### src/rtl/ext_arbiter.sv
// Two-requester round-robin arbiter feeding an immediate-extension unit.
// One operation in flight: IDLE grants, EXEC computes, DONE pulses valid/ack.
module ext_arbiter #(
  parameter int IMM_W = 16,
  parameter int OUT_W = 32
) (
  input  logic             clk,
  input  logic             rst,
  input  logic             req0,
  input  logic [IMM_W-1:0] imm0,
  input  logic [1:0]       mode0,
  input  logic             req1,
  input  logic [IMM_W-1:0] imm1,
  input  logic [1:0]       mode1,
  output logic             ack0,
  output logic             ack1,
  output logic [OUT_W-1:0] result,
  output logic             valid,
  output logic             busy
);

  typedef enum logic [1:0] {
    IDLE = 2'd0,
    EXEC = 2'd1,
    DONE = 2'd2
  } state_t;

  state_t           state;
  state_t           state_nxt;
  logic             load;
  logic             grant_sel;
  logic             grant_id;
  logic             last_grant;
  logic [IMM_W-1:0] lat_imm;
  logic [1:0]       lat_mode;

  // Modes: zero-extend, sign-extend, branch offset (sext << 2), upper-immediate.
  function automatic logic [OUT_W-1:0] extend(input logic [IMM_W-1:0] imm,
                                              input logic [1:0]       mode);
    logic [OUT_W-1:0] sx;
    sx = {{(OUT_W-IMM_W){imm[IMM_W-1]}}, imm};
    case (mode)
      2'b00:   extend = {{(OUT_W-IMM_W){1'b0}}, imm};
      2'b01:   extend = sx;
      2'b10:   extend = {sx[OUT_W-3:0], 2'b00};
      2'b11:   extend = {imm, {(OUT_W-IMM_W){1'b0}}};
      default: extend = {OUT_W{1'b0}};
    endcase
  endfunction

  always_ff @(posedge clk or posedge rst) begin
    if (rst) begin
      state <= IDLE;
    end else begin
      state <= state_nxt;
    end
  end

  // On a tie the requester that was not granted last wins.
  always_comb begin
    state_nxt = state;
    load      = 1'b0;
    grant_sel = 1'b0;
    case (state)
      IDLE: begin
        if (req0 || req1) begin
          load      = 1'b1;
          state_nxt = EXEC;
          if (req0 && req1) begin
            grant_sel = ~last_grant;
          end else begin
            grant_sel = req1;
          end
        end else begin
          state_nxt = IDLE;
        end
      end
      EXEC:    state_nxt = DONE;
      DONE:    state_nxt = IDLE;
      default: state_nxt = IDLE;
    endcase
  end

  always_ff @(posedge clk or posedge rst) begin
    if (rst) begin
      lat_imm    <= {IMM_W{1'b0}};
      lat_mode   <= 2'b00;
      grant_id   <= 1'b0;
      last_grant <= 1'b1;
      result     <= {OUT_W{1'b0}};
      valid      <= 1'b0;
      ack0       <= 1'b0;
      ack1       <= 1'b0;
      busy       <= 1'b0;
    end else begin
      busy <= (state_nxt != IDLE);
      if (load) begin
        grant_id <= grant_sel;
        lat_imm  <= grant_sel ? imm1 : imm0;
        lat_mode <= grant_sel ? mode1 : mode0;
      end
      // valid/ack are registered here so they are high exactly during DONE.
      if (state == EXEC) begin
        result <= extend(lat_imm, lat_mode);
        valid  <= 1'b1;
        ack0   <= ~grant_id;
        ack1   <= grant_id;
      end else begin
        valid <= 1'b0;
        ack0  <= 1'b0;
        ack1  <= 1'b0;
      end
      if (state == DONE) begin
        last_grant <= grant_id;
      end
    end
  end

endmodule

### config.mk
export PLATFORM = sky130hd
export DESIGN_NAME = ext_arbiter
export DESIGN_NICKNAME = d
export VERILOG_FILES = /design/src/rtl/ext_arbiter.sv
export SDC_FILE = /design/constraint.sdc
export NUM_CORES = 1
export LEC_CHECK = 0
export BUFFER_PORTS_ARGS = -buffer_cell sky130_fd_sc_hd__buf_2
export CORE_MARGIN = 4
export CORE_UTILIZATION = 55
export DETAILED_ROUTE_END_ITERATION = 6
export GPL_ROUTABILITY_DRIVEN = 1
export GPL_TIMING_DRIVEN = 0
export PLACE_DENSITY_LB_ADDON = 0.12
export SKIP_CTS_REPAIR_TIMING = 1
export SLEW_MARGIN = 10
export SYNTH_ARGS = -nofsm -noshare
export SYNTH_HDL_FRONTEND = slang
export SYNTH_SLANG_ARGS = --single-unit
### constraint.sdc
create_clock -name clk -period 4.1 [get_ports clk]
set_input_delay 0.82 -clock clk [delete_from_list [all_inputs] [get_ports clk]]
set_output_delay 0.82 -clock clk [all_outputs]
set_load 0.1 [all_outputs]
==> results of run 1 <==
-- layout by cell type, fill, tap and decap left out, drive strengths merged, types with 2 or more instances in the layout --
cell type / netlist / routed
buf: 17 / 93
dfrtp: 56 / 56
o21ai: 40 / 40
inv: 24 / 24
clkbuf: 13 / 24
nand2: 20 / 20
nor2: 18 / 18
nand4: 18 / 18
o311ai: 18 / 18
nand2b: 16 / 16
a31oi: 15 / 15
nand3: 14 / 14
mux2: 14 / 14
a21oi: 14 / 14
clkinv: 0 / 3
bufinv: 0 / 2
-- flip-flops by register name, indices dropped and copies added (netlist names) --
signal and count:
lat_imm 16, state 2, busy 1, lat_mode 2, last_grant 1, result 32
ack1 1, ack0 1, grant_id 1
-- per-layer routing --
metal,wire length [um],vias up,part of all wire,global-route usage
li1,-,1261,-,-
met1,3060,1196,0.43,0.294
met2,3400,80,0.48,0.406
met3,400,21,0.057,0.0553
met4,189,0,0.027,0.115
met5,0,-,0,0
-- worst min-delay path by stage --
stage	end	cells after the start	startpoint
finish	ack0	1	grant_id
global route	ack0	1	grant_id
CTS	ack0	1	grant_id
detailed placement	ack0	1	grant_id
global placement	ack0	1	grant_id
floorplan	ack0	1	grant_id
-- kinds of logic (layout without fill, tap and decap cells) --
family,count (synthesis),in the layout,synth area share
flops,57,57,0.505
mux,14,14,0.0558
compound gates,89,89,0.191
buf+inv,54,146,0.0850
simple gates,91,91,0.163
-- per-stage QoR --
stage                     worst slack [ns]  std cells  hold WS [ns]   util
after floorplan                       1.88        305         0.426      -
after global placement                1.30        447         0.451  0.678
after detailed placement              1.94        448         0.461  0.682
after CTS                             2.03        464         0.464  0.727
after global routing                  2.00        464         0.479  0.727
final                                 2.03        464         0.462  0.727
-- cell usage after synthesis --
cell type	count
nand2_2	1
o21ai_2	1
o311ai_0	9
o31ai_1	1
inv_1	24
buf_6	2
nand2_1	19
buf_2	11
mux2_2	14
buf_1	2
o21ai_0	37
o311ai_1	9
nand3_1	14
a31oi_1	15
nor2_1	18
a21o_1	1
dfrtp_1	56
a21oi_1	14
clkbuf_2	1
and3_1	1
and3b_1	1
nand4_1	18
and2_1	1
dfstp_2	1
nand2b_1	16
o21ai_1	2
or2_1	1
nor2b_1	1
clkbuf_1	12
buf_4	2
-- cell type report --
| type | instances | area [sq um] | area share |
|---|---|---|---|
| clock inverter | 5 | 78.8 | 0.0223 |
| clock buffer | 11 | 141 | 0.0401 |
| tap | 67 | 83.8 | 0.0238 |
| sequential | 57 | 1430 | 0.405 |
| timing repair buffer | 76 | 395 | 0.112 |
| buffer | 30 | 150 | 0.0426 |
| inverter | 24 | 90.1 | 0.0255 |
| multi-input combinational | 194 | 1160 | 0.329 |
==> flow_summary.toml, run 1 <==
[status]
status = "finished, final reports clean"

[critical_path]
rr_worst_depth = 5
critPathRequiredTime_ns = 3.28
end_kind = "output port"
critPathArrivalTime_ns = 1.25
startpoint_type = "flip-flop"
crit_path_end = "valid"
r2r_start = "state[1]"
startpoint = "state[1]"
crit_slowest_cell = "buf_2"
cpPeakStageDelay_ns = 0.47
r2r-end = "lat_imm[6]"
path_buf_inv = 1
r2r_slack_ns = 2.49
crit_path_max_fanout = 5
path_depth = 1
crit_family = "buffers and inverters"
path_class = "flip-flop to output port"
critical_path.cell_chain = "buf_2"

[sta]
clock.fmax_ghz = 0.482
setup_viol = 0
slew_headroom = 0.613
worst_slew_pin_slew_ns = 0.580
finalCritPeriodShare = 0.506
maxSlewViolCount = 0
setup_tns_ns = 0
hold_viol_final = 0
post-route-min-period_ns = 2.07
clock_skew_ns = 0.0115
rsz0062_at_grt = "no"

[cts]
htreeDepth = 3
clk_latency_ns = 0.34
cts.clk_slew.worst_paths_ns = 0.07
cts_made_buffers = 9
cts_root_buffer = "clkbuf_8"
clockBufferDepth = 2
cts_tree = "done"
clock-sinks = 57

[cells_and_area]
drive_above_1_share = 0.315
stdcell_area_sq_um = 3530
fin_nets = 432
area_delta_synth_final_pct = 24.7
fillers = 364
diodes = 0

[placement]
place_area_sq_um = 3310
portBuffers = 75
dp_hpwl_mm = 5.38
routabilityCongestion = 0.940

[job]
maxCapViolations = 0

[detailed_routing]
drt-initial-drc-count = 145
vias = 2558
vias_per_cell = 5.51
antenna_left = 0
drc = 0
post_drt_wl_per_cell_um = 15.2
drt_pass1_iterations = 4
wirelength_mm = 7.06

[floorplanning]
pin_count = 76
dieArea_sq_um = 6350
die_w_um = 79.7
start_util = 0.583
rows = 25
core-area_sq_um = 4850
die_h_um = 79.7

[grt]
grt_pass1_wl_mm = 11.7
grt-ovfl-total = 0
antenna_found_initial = 0
grt.total_usage = 0.242
grt_pass1_vias = 2496
grt_max_degree = 32

[synthesis]
postSynthAreaPerCell_sq_um = 9.27
ys_types = 30
synth_area_leaders = "dfrtp_1 50%, o21ai_0 6.5%, mux2_2 5.6%"
synth_area_leader_cell = "dfrtp_1"
synth_nets = 345
ys_seq_area_frac = 0.505
postSynthCellCount = 305
ys_seq_elements = 57
synth_area_sq_um = 2830
yosys.area.top_type_share = 0.496
yosysWarnings = 0

[worst_hold_path]
min_path_type = "flip-flop to flip-flop"
Power of run 1 is not shown: default switching activity piles up to over one toggle a cycle in this logic, so the estimate is an artifact.
==> run 2: changes to the inputs <==
Settings changed: CORE_UTILIZATION 55 to 52.
Clock period 4.1 ns to 1.92 ns, I/O delays scaled along.
==> run 2 against run 1 <==
Compared with the run above:
- hold slack got worse by 0.28 ns
- utilization fell by 5.5 points
- first-iteration DRC count fell by 37%
- sequential share of layout area rose by 0.30 points
- critical path depth did not move
- global-route usage fell by 0.95 points
- via count fell by 2.7%
- cell count rose by 0.22%
- clock skew fell by 0.0041 ns
- flip-flop and latch count did not move
- cell area fell by 0.74%
- largest cell class unchanged
==> flow_summary.toml, run 2 (same netlist as run 1, synthesis figures left out) <==
[floorplanning]
pin_count = 76
die_h_um = 81.7
core-area_sq_um = 5200
dieArea_sq_um = 6680
start_util = 0.543
die_w_um = 81.7
rows = 26

[placement]
dp_hpwl_mm = 5.30
post-place-ws_ns = 0.196
portBuffers = 75
routabilityCongestion = 0.845

[critical_path]
critical_path.cell_chain = "buf_2"
cpPeakStageDelay_ns = 0.46
path_class = "flip-flop to output port"
path_depth = 1
path_buf_inv = 1
crit_family = "buffers and inverters"
critPathRequiredTime_ns = 1.54
end_kind = "output port"
rr_worst_depth = 5
critPathArrivalTime_ns = 1.23
crit_path_max_fanout = 5
crit_slowest_cell = "buf_2"
startpoint_type = "flip-flop"

[cells_and_area]
area_delta_synth_final_pct = 23.8
fin_nets = 432
post-route-util = 0.673
layout_commonest_cell = "buf_2"
multiInputGateArea_sq_um = 1160
top_regs = "result x32, lat_imm x16"
diodes = 0
regArea_sq_um = 1430
drive_above_1_share = 0.314
fillers = 481
final_cell_mix = "86 x buf_2, 56 x dfrtp_1, 37 x o21ai_0"
largest_register = "result"
largest_register_ffs = 32

[grt]
grt.total_usage = 0.233
grt_max_degree = 35
antenna_found_initial = 0
grt-ovfl-total = 0
grt_pass1_vias = 2521
grt_pass1_wl_mm = 11.7

[cts]
cts_root_buffer = "clkbuf_8"
htreeDepth = 3
clockBufferDepth = 2
clock-sinks = 57
clk_latency_ns = 0.33
cts_tree = "done"
cts_made_buffers = 9
cts.clk_slew.worst_paths_ns = 0.06

[sta]
timing.final.ws_setup_ns = 0.303
worst_slew_pin_slew_ns = 0.736
maxSlewViolCount = 0
post-route-min-period_ns = 1.62
clock.fmax_ghz = 0.619
clock_skew_ns = 0.00739
finalCritPeriodShare = 0.842
rsz0062_at_grt = "no"
setup_tns_ns = 0
hold_viol_final = 0
slew_headroom = 0.509
setup_viol = 0

[detailed_routing]
wirelength_mm = 7.01
drc = 0
vias_per_cell = 5.35
post_drt_wl_per_cell_um = 15.1
antenna_left = 0
vias = 2490
drt_pass1_iterations = 4
drt-initial-drc-count = 91

[job]
maxCapViolations = 0

[status]
status = "finished, final reports clean"

[worst_hold_path]
min_path_type = "primary input to async pin"
run 2: changes by cell type in the layout (fill, tap and decap cells not counted), sizes merged:
cell    delta
bufinv     -1
clkbuf     -1
run 2: cell type report:
class                           instances  area share
Sequential cell                        57       0.408
Multi-Input combinational cell        194       0.331
Timing Repair Buffer                   76       0.115
Buffer                                 30      0.0429
Clock buffer                           10      0.0393
Inverter                               24      0.0257
Tap cell                               70      0.0250
Clock inverter                          4      0.0129
run 2: stage by stage:
stage	std cells	hold WS, ns	instance area, sq um
4_1_cts	465	0.193	3500
6_report	465	0.181	3500
5_1_grt	465	0.233	3500
3_3_place_gp	450	0.452	3290
3_5_place_dp	451	0.461	3320
2_1_floorplan	305	0.426	2830
run 2: path summary, 6_finish.rpt:
kind / slack, ns / to / from
max: 0.30 / valid / state[1]
min: 0.18 / result[22] / rst
max reg2reg: 0.37 / result[27] / state[1]
min reg2reg: 0.45 / ack0 / grant_id
max in group asynchronous: 1.09 / last_grant / rst
min in group clk: 0.33 / lat_imm[1] / imm0[1]
run 2: metal layers:
layer  wire (um)  track usage  up-vias
met2        3420        0.382       68
met3         395       0.0526       10
met5           0            0        -
met1        3100        0.291     1157
met4          91        0.110        0
li1            -            -     1255
Power of run 2 is left out for the same reason.
